<file path="src/rtl/matinv_pkg.sv">
// Shared defaults, FSM state type and index helper for the 3x3 fixed-point
// matrix inversion back-end.
package matinv_pkg;
  localparam int SIZE_DEF = 16;
  localparam int FRAC_DEF = 12;
  localparam int N        = 3;
  localparam int NN       = N * N;

  typedef enum logic [2:0] {
    IDLE,
    LOAD_R,
    WAIT_Q,
    COMPUTE,
    OUT
  } state_e;

  // Row-major flat index of a 3x3 element.
  function automatic logic [3:0] idx3(input logic [1:0] row, input logic [1:0] col);
    return 4'(row) * 4'd3 + 4'(col);
  endfunction
endpackage

</file>
<file path="src/rtl/fxp_mac_sat.sv">
// Signed multiply-accumulate with FRAC-bit arithmetic right shift and
// saturation back to SIZE bits; res reflects the sum including this cycle's term.
module fxp_mac_sat #(
  parameter int SIZE = 16,
  parameter int FRAC = 12
) (
  input  logic            clk,
  input  logic            rst_n,
  input  logic            en,
  input  logic            clr,
  input  logic [SIZE-1:0] a,
  input  logic [SIZE-1:0] b,
  output logic [SIZE-1:0] res
);
  localparam int AW = 2 * SIZE + 2;
  localparam logic signed [AW-1:0] MAX_V = {{(AW-SIZE+1){1'b0}}, {(SIZE-1){1'b1}}};
  localparam logic signed [AW-1:0] MIN_V = {{(AW-SIZE+1){1'b1}}, {(SIZE-1){1'b0}}};

  logic signed [2*SIZE-1:0] prod;
  logic signed [AW-1:0]     acc_q, acc_d, sum, shifted;

  always_comb begin
    prod    = $signed(a) * $signed(b);
    sum     = (clr ? '0 : acc_q) + {{2{prod[2*SIZE-1]}}, prod};
    acc_d   = en ? sum : acc_q;
    shifted = sum >>> FRAC;
    if (shifted > MAX_V)      res = MAX_V[SIZE-1:0];
    else if (shifted < MIN_V) res = MIN_V[SIZE-1:0];
    else                      res = shifted[SIZE-1:0];
  end

  always_ff @(posedge clk or negedge rst_n) begin
    if (!rst_n) acc_q <= '0;
    else        acc_q <= acc_d;
  end
endmodule

</file>
<file path="src/rtl/rinv_qt_mult.sv">
// Computes A_inv = R_inv x Q^T for 3x3 fixed-point matrices: streams R_inv in,
// collects Q, runs 27 serial MACs, then serves the result on request.
//   state   | meaning
//   IDLE    | waiting for rinv_dnload; Q may already be arriving
//   LOAD_R  | 9 read requests issued, elements captured one cycle later
//   WAIT_Q  | R_inv complete, waiting until all 9 Q elements are held
//   COMPUTE | one MAC per cycle, i outer / j middle / k inner
//   OUT     | result buffer readable, one element per ainv_read
module rinv_qt_mult
  import matinv_pkg::*;
#(
  parameter int SIZE = SIZE_DEF,
  parameter int FRAC = FRAC_DEF
) (
  input  logic            clk,
  input  logic            rst_n,
  input  logic            start,
  input  logic            rinv_dnload,
  output logic            rinv_read,
  input  logic [SIZE-1:0] rinv_elem,
  input  logic            rinv_finish,
  input  logic            q_valid,
  input  logic [SIZE-1:0] q_elem,
  input  logic            ainv_read,
  output logic            ainv_ready,
  output logic [SIZE-1:0] ainv_elem,
  output logic            ainv_valid,
  output logic            ainv_finish
);
  localparam logic [3:0] NN_C = 4'(NN);

  state_e          state_q, state_d;
  logic [3:0]      rd_cnt_q, rd_cnt_d, r_idx_q, r_idx_d;
  logic [3:0]      q_idx_q, q_idx_d, out_idx_q, out_idx_d;
  logic            rd_pend_q, rd_pend_d;
  logic [1:0]      i_q, i_d, j_q, j_d, k_q, k_d;
  logic [SIZE-1:0] r_buf_q [NN];
  logic [SIZE-1:0] r_buf_d [NN];
  logic [SIZE-1:0] q_buf_q [NN];
  logic [SIZE-1:0] q_buf_d [NN];
  logic [SIZE-1:0] res_buf_q [NN];
  logic [SIZE-1:0] res_buf_d [NN];
  logic            ainv_ready_q, ainv_ready_d;
  logic            ainv_valid_q, ainv_valid_d;
  logic            ainv_finish_q, ainv_finish_d;
  logic [SIZE-1:0] ainv_elem_q, ainv_elem_d;
  logic            rinv_read_d;
  logic            mac_en, mac_clr;
  logic [SIZE-1:0] mac_a, mac_b, mac_res;
  logic            unused_rinv_finish;

  // End-of-stream is known from the element count alone.
  assign unused_rinv_finish = rinv_finish;

  fxp_mac_sat #(.SIZE(SIZE), .FRAC(FRAC)) u_mac (
    .clk   (clk),
    .rst_n (rst_n),
    .en    (mac_en),
    .clr   (mac_clr),
    .a     (mac_a),
    .b     (mac_b),
    .res   (mac_res)
  );

  always_comb begin
    state_d       = state_q;
    rd_cnt_d      = rd_cnt_q;
    r_idx_d       = r_idx_q;
    q_idx_d       = q_idx_q;
    out_idx_d     = out_idx_q;
    rd_pend_d     = 1'b0;
    i_d           = i_q;
    j_d           = j_q;
    k_d           = k_q;
    r_buf_d       = r_buf_q;
    q_buf_d       = q_buf_q;
    res_buf_d     = res_buf_q;
    ainv_ready_d  = ainv_ready_q;
    ainv_valid_d  = 1'b0;
    ainv_finish_d = ainv_finish_q;
    ainv_elem_d   = ainv_elem_q;
    rinv_read_d   = 1'b0;
    mac_en        = 1'b0;
    mac_clr       = (k_q == 2'd0);
    mac_a         = r_buf_q[idx3(i_q, k_q)];
    mac_b         = q_buf_q[idx3(j_q, k_q)];

    if (start) begin
      state_d       = IDLE;
      rd_cnt_d      = '0;
      r_idx_d       = '0;
      q_idx_d       = '0;
      out_idx_d     = '0;
      i_d           = '0;
      j_d           = '0;
      k_d           = '0;
      ainv_ready_d  = 1'b0;
      ainv_finish_d = 1'b0;
    end else begin
      if (q_valid && (q_idx_q < NN_C) && (state_q inside {IDLE, LOAD_R, WAIT_Q})) begin
        q_buf_d[q_idx_q] = q_elem;
        q_idx_d          = q_idx_q + 4'd1;
      end
      if (rd_pend_q) begin
        r_buf_d[r_idx_q] = rinv_elem;
        r_idx_d          = r_idx_q + 4'd1;
      end

      case (state_q)
        IDLE: begin
          if (rinv_dnload) begin
            state_d  = LOAD_R;
            rd_cnt_d = '0;
            r_idx_d  = '0;
          end
        end
        LOAD_R: begin
          if (rd_cnt_q < NN_C) begin
            rinv_read_d = 1'b1;
            rd_cnt_d    = rd_cnt_q + 4'd1;
            rd_pend_d   = 1'b1;
          end
          if (rd_pend_q && (r_idx_q == NN_C - 4'd1)) state_d = WAIT_Q;
        end
        WAIT_Q: begin
          if (q_idx_q == NN_C) begin
            state_d = COMPUTE;
            i_d     = '0;
            j_d     = '0;
            k_d     = '0;
          end
        end
        COMPUTE: begin
          mac_en = 1'b1;
          if (k_q == 2'd2) begin
            res_buf_d[idx3(i_q, j_q)] = mac_res;
            k_d = '0;
            if (j_q == 2'd2) begin
              j_d = '0;
              if (i_q == 2'd2) begin
                i_d          = '0;
                state_d      = OUT;
                ainv_ready_d = 1'b1;
                out_idx_d    = '0;
              end else begin
                i_d = i_q + 2'd1;
              end
            end else begin
              j_d = j_q + 2'd1;
            end
          end else begin
            k_d = k_q + 2'd1;
          end
        end
        OUT: begin
          if (ainv_read && (out_idx_q < NN_C)) begin
            ainv_elem_d  = res_buf_q[out_idx_q];
            ainv_valid_d = 1'b1;
            out_idx_d    = out_idx_q + 4'd1;
            if (out_idx_q == NN_C - 4'd1) ainv_finish_d = 1'b1;
          end
        end
        default: state_d = IDLE;
      endcase
    end
  end

  always_ff @(posedge clk or negedge rst_n) begin
    if (!rst_n) begin
      state_q       <= IDLE;
      rd_cnt_q      <= '0;
      r_idx_q       <= '0;
      q_idx_q       <= '0;
      out_idx_q     <= '0;
      rd_pend_q     <= 1'b0;
      i_q           <= '0;
      j_q           <= '0;
      k_q           <= '0;
      ainv_ready_q  <= 1'b0;
      ainv_valid_q  <= 1'b0;
      ainv_finish_q <= 1'b0;
      ainv_elem_q   <= '0;
      for (int n = 0; n < NN; n++) begin
        r_buf_q[n]   <= '0;
        q_buf_q[n]   <= '0;
        res_buf_q[n] <= '0;
      end
    end else begin
      state_q       <= state_d;
      rd_cnt_q      <= rd_cnt_d;
      r_idx_q       <= r_idx_d;
      q_idx_q       <= q_idx_d;
      out_idx_q     <= out_idx_d;
      rd_pend_q     <= rd_pend_d;
      i_q           <= i_d;
      j_q           <= j_d;
      k_q           <= k_d;
      ainv_ready_q  <= ainv_ready_d;
      ainv_valid_q  <= ainv_valid_d;
      ainv_finish_q <= ainv_finish_d;
      ainv_elem_q   <= ainv_elem_d;
      r_buf_q       <= r_buf_d;
      q_buf_q       <= q_buf_d;
      res_buf_q     <= res_buf_d;
    end
  end

  assign rinv_read   = rinv_read_d;
  assign ainv_ready  = ainv_ready_q;
  assign ainv_valid  = ainv_valid_q;
  assign ainv_finish = ainv_finish_q;
  assign ainv_elem   = ainv_elem_q;
endmodule

</file>
<file path="config.mk">
export PLATFORM = sky130hd
export DESIGN_NAME = rinv_qt_mult
export DESIGN_NICKNAME = d
export VERILOG_FILES = /design/src/rtl/matinv_pkg.sv /design/src/rtl/fxp_mac_sat.sv /design/src/rtl/rinv_qt_mult.sv
export SDC_FILE = /design/constraint.sdc
export NUM_CORES = 2
export LEC_CHECK = 0
export BUFFER_PORTS_ARGS = -buffer_cell sky130_fd_sc_hd__buf_2
export CAP_MARGIN = 20
export CORE_ASPECT_RATIO = 0.7
export CORE_MARGIN = 3
export CORE_UTILIZATION = 67
export DETAILED_ROUTE_END_ITERATION = 8
export PLACE_DENSITY = 0.89
export RECOVER_POWER = 100
export SETUP_SLACK_MARGIN = 0.1
export SLEW_MARGIN = 30
export SYNTH_ARGS = -nofsm -noshare
export SYNTH_HDL_FRONTEND = slang
export SYNTH_HIERARCHICAL = 1
export SYNTH_SLANG_ARGS = --single-unit
</file>
<file path="constraint.sdc">
create_clock -name clk -period 35.6 [get_ports clk]
set_input_delay 5.34 -clock clk [delete_from_list [all_inputs] [get_ports clk]]
set_output_delay 5.34 -clock clk [all_outputs]
set_load 0.005 [all_outputs]
</file>
==> metrics.md <==
| Metric | Value |
|---|---|
| Outcome | `finished, violations left` |
| Violated checks | `capacitance limit, slew limit` |
| Postcts setup bufs | `0` |
| Worst min-delay path class | `flip-flop to flip-flop` |
| Routed vias | `29100` |
| First drt pass iteration count | `6` |
| Layout cells sized above 1 | `0.172` |
| Worst-path cell chain | `clkbuf_1 -> clkbuf_1 -> clkbuf_1 -> clkbuf_1 -> clkbuf_1` |
| CP bufs+invs | `5` |
| Placer Congestion | `about 0.86` |
| I/O pins | `59` |
| Worst path required time | `35590 ps` |
| H-tree depth | `2` |
| Resized Gates After CTS | `0` |
| Total track usage | `0.341` |
| DRT antenna net count | `0` |
| CP max stage delay | `3710 ps` |
| Post-synth EDFFs | `0` |
| Asr flop ratio synth | `1.00` |
| CTS clk-pin slew, worst paths | `70 ps` |
| Via density | `slightly below 7` |
| Primary FF master, synth | `dfrtp_1` |
| Number of hold buffers added after cts | `0` |
| Post-layout minimum cycle time | `20220 ps` |
| Post-synthesis register bit count | `around 510` |
| Core region area | `56000 µm²` |
| Mapped Cells | `around 3500` |
| Area share of the largest cell type after synthesis | `0.332` |
| Largest delay contributor family on the critical path | `buffers and inverters` |
| RSZ-0062 raised after global routing | `no` |
| Layout area overhead | `6.30%` |
| Die X-Extent | `293 µm` |
| Worst Path Max Fanout | `98` |
| Max Slew Vio Count | `684` |
| Fin Clk Skew | `76.1 ps` |
| Antenna violations before repair | `1` |
| DRC Markers | `0` |
| Clock Path Buffers | `3` |
| Max-cap violations | `18` |
| Critical Path Source Type | `primary input` |
| Synth top area cells | `dfrtp_1 (33%), fa_1 (14%), mux2_2 (8.8%), mux4_2 (5.6%), mux2i_1 (5.5%)` |
| Worst-Skew Late Latency | `approximately 670 ps` |
| Syn Std Cell Area | `approximately 39000 µm²` |
| TritonCTS clock tree | `yes` |
| Post-synthesis sequential area ratio | `0.332` |
| CP most frequent cell | `clkbuf_1` |
| Starting Density | `0.687` |
| Yosys top cell by area | `dfrtp_1` |
| Critical path's slowest cell | `clkbuf_1` |
| Largest net degree at the start of global routing | `around 100` |
| DP HPWL | `63.4 mm` |
| Number of global-route vias before repair | `30300` |
| Sink Count | `511` |
| Critical Path Sink Type | `async pin` |
| Synth cell types | `87` |
| Layout Nets | `just under 4000` |
| DRT iter0 DRCs | `~3800` |
| Die height | `207 µm` |
| Syn nets | `between 3000 and 4000` |
| Wire per inst | `24.1 µm` |
| CTS root buf | `clkbuf_16` |
| Num CTS Buffers | `51` |
| Syn. warnings | `6` |
| Crit share post-route | `0.568` |
| Slew headroom | `-2.67` |
| Global-route wire length before repair | `164 mm` |
| Total grt overflow | `0` |
| DIE AREA | `60400 µm²` |
| Crit path kind | `primary input to async pin` |
| Setup_tns | `0 ps` |
| Syn avg cell area | `10.9 µm²` |
| WL final | `103 mm` |
| Achievable clock frequency | `49.5 MHz` |
| Port bufs | `57` |
| Tightest Pin Transition | `around 5500 ps` |
| Arrival time worst endpoint | `roughly 20000 ps` |
| Hold_ws | `492 ps` |
| Row count | `72` |
| Endpoints failing setup | `0` |
| Final hold violation count | `0` |
cell families after synthesis:
family          Yosys count  share of synthesized area
xor+xnor                 77                     0.0177
simple gates            866                      0.120
flops                   511                      0.332
buf+inv                 632                     0.0653
mux                     608                      0.199
fa+ha+maj               410                      0.185
compound gates          427                     0.0808
worst paths after layout:
path                                                 from                         to  slack (ps)  depth (start not counted)
worst max-delay path                                rst_n    r_buf_q[62]$_DFFE_PN0P_       15380                          5
worst min-delay path            ainv_elem[12]$_DFFE_PN0P_  ainv_elem[12]$_DFFE_PN0P_         490                          2
worst min register to register  ainv_elem[12]$_DFFE_PN0P_  ainv_elem[12]$_DFFE_PN0P_         490                          2
worst max register to register         k_q[1]$_DFFE_PN0P_  res_buf_q[21]$_DFFE_PN0P_       19060                         44
max in group clk                       k_q[1]$_DFFE_PN0P_  res_buf_q[21]$_DFFE_PN0P_       19060                         44
min in group asynchronous                           rst_n       ainv_valid$_DFF_PN0_        6700                          1
metal layers:
| layer | vias to the layer above | part of all wire | wire length [µm] | global-route usage |
|---|---|---|---|---|
| met2 | 1926 | 0.47 | 47800 | 0.540 |
| li1 | 12200 | - | - | - |
| met4 | 0 | 0.045 | 4640 | 0.141 |
| met3 | 452 | 0.11 | 11700 | 0.0853 |
| met5 | - | 0 | 0 | 0 |
| met1 | 14600 | 0.37 | 38500 | 0.458 |
layout by cell type, fill, tap and decap left out, types with 96 or more instances in the layout:
cell type,count
ha_1,141
mux2_2,284
dfrtp_1,510
inv_1,392
nand2_1,225
nand4_1,154
nand3_1,156
and2_1,126
mux4_2,96
mux2i_1,210
o211ai_1,152
fa_1,267
worst reg2reg max path: cells and delay by family, from the launching register on:
kind            cells  cell delay [ps]
compound gates     16             5770
fa+ha+maj          11             4850
buf+inv             7             2540
simple gates        8             2470
flops               1              650
mux                 1              120
xor+xnor            1               90
final cells by class:
cell class / count / area (µm²)
Fill cell: 3457 / 15100
Timing Repair Buffer: 134 / 807
Antenna cell: 3 / 7.51
Inverter: 394 / 1480
Clock buffer: 66 / 1410
Sequential cell: 511 / 12800
Tap cell: 740 / 926
Multi-Input combinational cell: 2388 / 23200
Clock inverter: 28 / 320
Yosys cell counts, types with 8 or more instances:
library cell / n
dfrtp_1: 511
inv_1: 393
mux2_2: 302
fa_1: 267
nand2_1: 217
mux2i_1: 210
and2_1: 164
nand3_1: 157
nand4_1: 153
o211ai_1: 151
clkbuf_1: 149
ha_1: 143
mux4_2: 96
nor2_1: 75
a21oi_1: 66
buf_2: 60
xnor2_1: 55
o21ai_0: 51
a21o_1: 23
nor2b_1: 22
xor2_1: 21
o2bb2ai_1: 18
o221ai_1: 17
nand2b_1: 14
buf_1: 13
buf_4: 12
nor3_1: 11
o21ai_2: 11
a211oi_1: 10
nand2_2: 10
o21bai_1: 10
o21a_1: 8
per-stage QoR:
stage / setup slack, ps / instances / util / cell area [µm²]
after detailed placement: 22580 / 4165 / 0.703 / 39400
after global placement: 23050 / 4164 / 0.703 / 39400
final: 15380 / 4264 / 0.730 / 40900
after CTS: 22480 / 4259 / 0.734 / 41100
after floorplan: 24040 / 3531 / - / 38500
after global routing: 12650 / 4262 / 0.730 / 40900
state kept, by name, indices dropped and copies added, names as in the netlist:
| register | flops |
|---|---|
| r_buf_q | 144 |
| q_idx_q | 4 |
| k_q | 2 |
| r_idx_q | 4 |
| rd_pend_q | 1 |
| ainv_elem | 16 |
| u_mac/acc_q | 34 |
| ainv_ready | 1 |
| q_buf_q | 144 |
| state_q | 3 |
| ainv_valid | 1 |
| out_idx_q | 4 |
| i_q | 2 |
| j_q | 2 |
| rd_cnt_q | 4 |
| ainv_finish | 1 |
| res_buf_q | 144 |
Power is not shown: default switching activity piles up to over one toggle a cycle in this logic, so the estimate is an artifact.
